`config.mk`:
```
export PLATFORM = sky130hd
export DESIGN_NAME = gate_bank_fifo
export DESIGN_NICKNAME = d
export VERILOG_FILES = /design/src/rtl/gate_bank_fifo.sv
export SDC_FILE = /design/constraint.sdc
export NUM_CORES = 1
export LEC_CHECK = 0
export BUFFER_PORTS_ARGS = -buffer_cell sky130_fd_sc_hd__buf_4
export CELL_PAD_IN_SITES_DETAIL_PLACEMENT = 1
export CELL_PAD_IN_SITES_GLOBAL_PLACEMENT = 1
export CORE_ASPECT_RATIO = 0.5
export CORE_MARGIN = 5
export CORE_UTILIZATION = 50
export CTS_CLUSTER_SIZE = 28
export DETAILED_ROUTE_END_ITERATION = 12
export PLACE_DENSITY_LB_ADDON = 0.12
export SLEW_MARGIN = 20
export SYNTH_ARGS = -nofsm -noshare
export SYNTH_HDL_FRONTEND = slang
export SYNTH_SLANG_ARGS = --single-unit
```
`constraint.sdc`:
```
create_clock -name i_clk -period 4.1 [get_ports i_clk]
set_input_delay 1.23 -clock i_clk [delete_from_list [all_inputs] [get_ports i_clk]]
set_output_delay 1.23 -clock i_clk [all_outputs]
set_load 0.005 [all_outputs]
```
`src/rtl/gate_bank_fifo.sv`:
```
// gate_bank_fifo: N_CH-channel bitwise gate bank (8 selectable ops) feeding a
// DEPTH-entry result FIFO with valid/ready handshakes on both sides.
// Optional feature macro: GATE_BANK_POPCNT_EN adds o_ones, the number of set
// bits in o_y. The count is computed at push time and stored with each entry.
module gate_bank_fifo #(
  parameter int unsigned N_CH  = 4,
  parameter int unsigned WIDTH = 1,
  parameter int unsigned DEPTH = 4,
  parameter int unsigned CNT_W = 16
) (
  input  logic                    i_clk,
  input  logic                    i_reset,
  input  logic                    i_valid,
  output logic                    o_ready,
  input  logic [2:0]              i_op,
  input  logic [N_CH*WIDTH-1:0]   i_a,
  input  logic [N_CH*WIDTH-1:0]   i_b,
  output logic                    o_valid,
  input  logic                    i_ready,
  output logic [N_CH*WIDTH-1:0]   o_y,
  output logic [2:0]              o_op,
`ifdef GATE_BANK_POPCNT_EN
  output logic [$clog2(N_CH*WIDTH+1)-1:0] o_ones,
`endif
  output logic [CNT_W-1:0]        o_count
);

  localparam int unsigned DW     = N_CH * WIDTH;
  localparam int unsigned AW     = $clog2(DEPTH);
  localparam int unsigned PW     = AW + 1;
`ifdef GATE_BANK_POPCNT_EN
  localparam int unsigned ONES_W = $clog2(DW + 1);
`endif

  // Op codes: every 3-bit value is a legal operation.
  localparam logic [2:0] OP_AND  = 3'b000;
  localparam logic [2:0] OP_OR   = 3'b001;
  localparam logic [2:0] OP_XOR  = 3'b010;
  localparam logic [2:0] OP_NAND = 3'b011;
  localparam logic [2:0] OP_NOR  = 3'b100;
  localparam logic [2:0] OP_XNOR = 3'b101;
  localparam logic [2:0] OP_PASS = 3'b110;
  localparam logic [2:0] OP_NOTA = 3'b111;

  logic [DW-1:0] y_mem  [DEPTH];
  logic [2:0]    op_mem [DEPTH];
`ifdef GATE_BANK_POPCNT_EN
  logic [ONES_W-1:0] ones_mem [DEPTH];
  logic [ONES_W-1:0] ones_c;
`endif

  logic [PW-1:0]    wr_ptr;
  logic [PW-1:0]    rd_ptr;
  logic [CNT_W-1:0] pop_cnt;
  logic [DW-1:0]    y_c;
  logic             empty;
  logic             full;
  logic             push;
  logic             pop;

  // Pointer comparison: equal means empty, MSB-only difference means full.
  assign empty = (wr_ptr == rd_ptr);
  assign full  = (wr_ptr[AW] != rd_ptr[AW]) &&
                 (wr_ptr[AW-1:0] == rd_ptr[AW-1:0]);

  assign o_ready = !full && !i_reset;
  assign o_valid = !empty;
  assign push    = i_valid && o_ready;
  assign pop     = o_valid && i_ready;

  // Bitwise gate function; channels are independent since every op is bitwise.
  always_comb begin
    y_c = '0;
    case (i_op)
      OP_AND:  y_c = i_a & i_b;
      OP_OR:   y_c = i_a | i_b;
      OP_XOR:  y_c = i_a ^ i_b;
      OP_NAND: y_c = ~(i_a & i_b);
      OP_NOR:  y_c = ~(i_a | i_b);
      OP_XNOR: y_c = ~(i_a ^ i_b);
      OP_PASS: y_c = i_a;
      OP_NOTA: y_c = ~i_a;
      default: y_c = '0;
    endcase
  end

`ifdef GATE_BANK_POPCNT_EN
  // Set-bit count of the result, captured with the entry at push time.
  always_comb begin
    ones_c = '0;
    for (int i = 0; i < int'(DW); i++) begin
      ones_c = ones_c + ONES_W'(y_c[i]);
    end
  end
`endif

  // Entry storage; contents need no reset because empty masks the head.
  always_ff @(posedge i_clk) begin
    if (push) begin
      y_mem[wr_ptr[AW-1:0]]    <= y_c;
      op_mem[wr_ptr[AW-1:0]]   <= i_op;
`ifdef GATE_BANK_POPCNT_EN
      ones_mem[wr_ptr[AW-1:0]] <= ones_c;
`endif
    end
  end

  // Write pointer advances on every accepted transaction.
  always_ff @(posedge i_clk or posedge i_reset) begin
    if (i_reset) begin
      wr_ptr <= '0;
    end else if (push) begin
      wr_ptr <= wr_ptr + PW'(1);
    end
  end

  // Read pointer and completed-transaction counter advance on every pop.
  always_ff @(posedge i_clk or posedge i_reset) begin
    if (i_reset) begin
      rd_ptr  <= '0;
      pop_cnt <= '0;
    end else if (pop) begin
      rd_ptr  <= rd_ptr + PW'(1);
      pop_cnt <= pop_cnt + CNT_W'(1);
    end
  end

  // Head entry, forced to zero while the FIFO is empty (including reset).
  assign o_y     = empty ? '0 : y_mem[rd_ptr[AW-1:0]];
  assign o_op    = empty ? '0 : op_mem[rd_ptr[AW-1:0]];
`ifdef GATE_BANK_POPCNT_EN
  assign o_ones  = empty ? '0 : ones_mem[rd_ptr[AW-1:0]];
`endif
  assign o_count = pop_cnt;

endmodule

```
==> results summary <==
The capturing element type of the critical path is an output port. The cell area that synthesis handed to floorplanning was 2600 um2. After layout, the worst setup slack is 0.632 ns.

The cell at the slowest stage of the critical path is sky130_fd_sc_hd__dfrtp_1. The top-level port count came out at 40. The clock tree from TritonCTS is built. The clock-pin slew on the worst setup and hold paths came out at 0.09 ns.

The HPWL after detailed placement came out at 3.80 mm. The number of gates given a new drive strength after cts is 0. The number of port buffers is 39. The via count of the first global-routing pass is 1616. The aggregate negative setup slack came out at 0 ns.

Relative to the synthesized area, the layout overhead comes to 16.2%. The worst pin sits at a relative slew slack of 44.2%. The logic depth of the worst path, buffers included is 5. The flow ran to the end, and the final reports show no timing, DRC or antenna violations. The first-pass GRT wire length came out at 8.11 mm. The worst ir drop on vdd is 0.000212 V.

The via total after detailed routing is 1575. The routability-driven placement congestion ratio came out at 0.779. Hold repair after CTS inserted 0 buffers. The post-synthesis cell type count came out at 33.

The static leakage power is 0.00130 uW. The clock reaches the later pin of the worst-skew pair after 0.30 ns. The yosys synthesis warning count is 0. The clock passes through at most 2 buffers.

Using the TritonRoute via totals, the vias-per-cell ratio works out to 5.23. The total area inside the core boundary comes to 4980 um2. The final-report setup violation count is 0. The clock tree synthesis step divided the H-tree into 2 levels. The path class of the tightest hold or removal check is reg2reg. The clock period minus final worst setup slack came out at 3.47 ns. The final-layout fill cell count is 501. The sequential area share after synthesis is 53.4%. The die is 61.0 um tall. The count of endpoints failing hold in the final timing report is 0. The maximum fanout count along the critical path came out at 12.

The data required time of the critical path is 2.87 ns. The post-detailed-placement cell area is 2940 um2. The count of buffers added by post-CTS timing repair for setup came out at 0.

The site row count came out at 18. Once the floorplan was initialized, standard cells occupied 52.3% of the core. The worst reg2reg path depth came out at 5.

The area of all placed cells without fillers is 3030 um2. Traced cell by cell, the critical path runs through xnor2_1, and3_1, inv_1, and2_1, buf_4. The final wirelength came out at 5.16 mm.

The area of the die came out at 6840 um2. STA classifies the critical path startpoint as a flop. Clock tree synthesis found a total of 50 sinks.

Across the run, the number of max-cap violations was 0. Setup repair after global routing left no endpoint under its margin. The critical path in this run is classified as reg2out. Entering global routing, the biggest net connects 23 pins.

The depth of the worst hold-timing path is 1. The ratio of final minimum period to clock period came out at 84.6%. The fraction of final layout cells with drive strength greater than 1 is 26.4%. The measured slew at the worst slew-check pin came out at 0.836 ns. The number of enable flip-flop cells after synthesis came out at 28.

The biggest cell delay along the critical path came out at 0.54 ns. The largest clock skew in the final design came out at 0.00635 ns. The final antenna diode count came out at 0.

The share of synthesized flip-flops with an asynchronous set or reset is 44.0%. The number of storage elements in the synthesis netlist is 50. The floorplan die width is 112 um. The ratio of total power to cell area came out at 560 nW/um2. The top achievable clock speed is 0.288 GHz. In the final design database the tool counted 259 nets.

The total CTS buffers came out at 5. The buffer and inverter count on the worst path is 2. The number of antenna violations at the first check in global routing is 0. The tree is rooted in a sky130_fd_sc_hd__clkbuf_8. A synthesized cell averages 13.6 um2.

For this run, design rule violations remaining after detail routing come to 0. The most used flip-flop cell after synthesis is sky130_fd_sc_hd__edfxtp_1. The detailed router's first-iteration violation count came out at 101. Data on the critical path arrives at its endpoint at 2.24 ns.

The final hold slack came out at 0.500 ns. Dividing the detail-routed wire length by the instance count gives 17.1 um. The number of optimization iterations in the first detailed-route pass is 4. Broken down by cell family, the worst path's largest delay share belongs to simple AND/OR/NAND/NOR gates. The number of nets in the synthesized netlist is 220. The post-placement setup slack is 0.974 ns. The post-synthesis instance total is 191. The number of max-slew violations in the final report is 0. The count of nets left with antenna violations once routing finished came out at 0. The total congestion overflow came out at 0. The overall fraction of global-route tracks in use is 15.7%.
## kinds of logic after synthesis
family                     count (synthesis)  share of synthesized area, %
and+or+nand+nor                           47                          9.71
AOI/OAI and AO/OA                         12                          3.12
DFF                                       50                          53.4
xor gates and xnor gates                  24                          8.36
adders and majority gates                 14                          6.73
muxes                                     22                          14.7
buffers and inverters                     22                          3.99
## flip-flops by register name (all words and copies together), names as in the netlist
name / cells
o_count: 16
y_mem: 16
op_mem: 12
rd_ptr: 3
wr_ptr: 3
## layer usage
metal	share of wire, %	global-route usage [%]
met4	1.0	5.14
met3	4.1	4.12
met1	44	18.8
met5	0	0
met2	50	28.9
## cell usage after synthesis (3+ instances only)
cell type	instances	area, um2
sky130_fd_sc_hd__nand4_1	4	25.0
sky130_fd_sc_hd__mux2_2	8	90.1
sky130_fd_sc_hd__o21ai_0	3	15.0
sky130_fd_sc_hd__mux4_2	3	67.6
sky130_fd_sc_hd__ha_1	14	175
sky130_fd_sc_hd__nand3_1	7	35.0
sky130_fd_sc_hd__dfrtp_1	22	551
sky130_fd_sc_hd__a21oi_1	3	15.0
sky130_fd_sc_hd__edfxtp_1	28	841
sky130_fd_sc_hd__nor2_1	6	22.5
sky130_fd_sc_hd__xnor2_1	13	114
sky130_fd_sc_hd__xor2_1	10	87.6
sky130_fd_sc_hd__and2_1	11	68.8
sky130_fd_sc_hd__mux2i_1	4	40.0
sky130_fd_sc_hd__nand2_1	9	33.8
sky130_fd_sc_hd__mux4_1	7	184
sky130_fd_sc_hd__nor3_1	4	20.0
sky130_fd_sc_hd__inv_1	15	56.3
## worst paths after layout
| path | start | end | slack (ns) |
|---|---|---|---|
| hold / removal | o_count[15]$_DFFE_PP0P_ | o_count[15]$_DFFE_PP0P_ | 0.50 |
| hold reg to reg | o_count[15]$_DFFE_PP0P_ | o_count[15]$_DFFE_PP0P_ | 0.50 |
| min in group asynchronous | i_reset | wr_ptr[0]$_DFFE_PP0N_ | 1.11 |
| setup reg to reg | rd_ptr[1]$_DFFE_PP0P_ | rd_ptr[1]$_DFFE_PP0P_ | 1.86 |
| max in group asynchronous | i_reset | o_count[13]$_DFFE_PP0P_ | 2.47 |
| setup / recovery | rd_ptr[1]$_DFFE_PP0P_ | o_y[3] | 0.63 |
## layout by cell type (no fill, tap or decap), types with 4 or more instances in the layout
| cell type | n |
|---|---|
| sky130_fd_sc_hd__inv_1 | 15 |
| sky130_fd_sc_hd__nand4_1 | 4 |
| sky130_fd_sc_hd__clkbuf_8 | 5 |
| sky130_fd_sc_hd__nor3_1 | 4 |
| sky130_fd_sc_hd__edfxtp_1 | 28 |
| sky130_fd_sc_hd__and2_1 | 11 |
| sky130_fd_sc_hd__xnor2_1 | 13 |
| sky130_fd_sc_hd__xor2_1 | 10 |
| sky130_fd_sc_hd__mux2_2 | 8 |
| sky130_fd_sc_hd__mux2i_1 | 4 |
| sky130_fd_sc_hd__buf_4 | 39 |
| sky130_fd_sc_hd__dfrtp_1 | 22 |
| sky130_fd_sc_hd__nor2_1 | 6 |
| sky130_fd_sc_hd__nand2_1 | 9 |
| sky130_fd_sc_hd__mux4_1 | 7 |
| sky130_fd_sc_hd__ha_1 | 14 |
| sky130_fd_sc_hd__nand3_1 | 7 |
## power breakdown
part	internal, uW	switching, uW	total (uW)
Sequential	634	120	754
Clock	120	169	289
Combinational	358	294	652
## metrics by stage
step,instances,power (uW),util [%]
after CTS,301,1710,60.8
after detailed placement,293,1430,59.0
after global placement,293,1380,59.0
after global routing,301,1800,60.8
final,301,1700,60.8
after floorplan,191,1170,-
## cell type report
type / instances / area (um2) / area share, %
Sequential cell: 50 / 1390 / 46.0
Multi-Input combinational cell: 119 / 1110 / 36.6
Timing Repair Buffer: 39 / 293 / 9.68
Tap cell: 70 / 87.6 / 2.89
Clock buffer: 5 / 68.8 / 2.27
Inverter: 15 / 56.3 / 1.86
Clock inverter: 3 / 20.0 / 0.662
(Power assumes the default switching activity.)
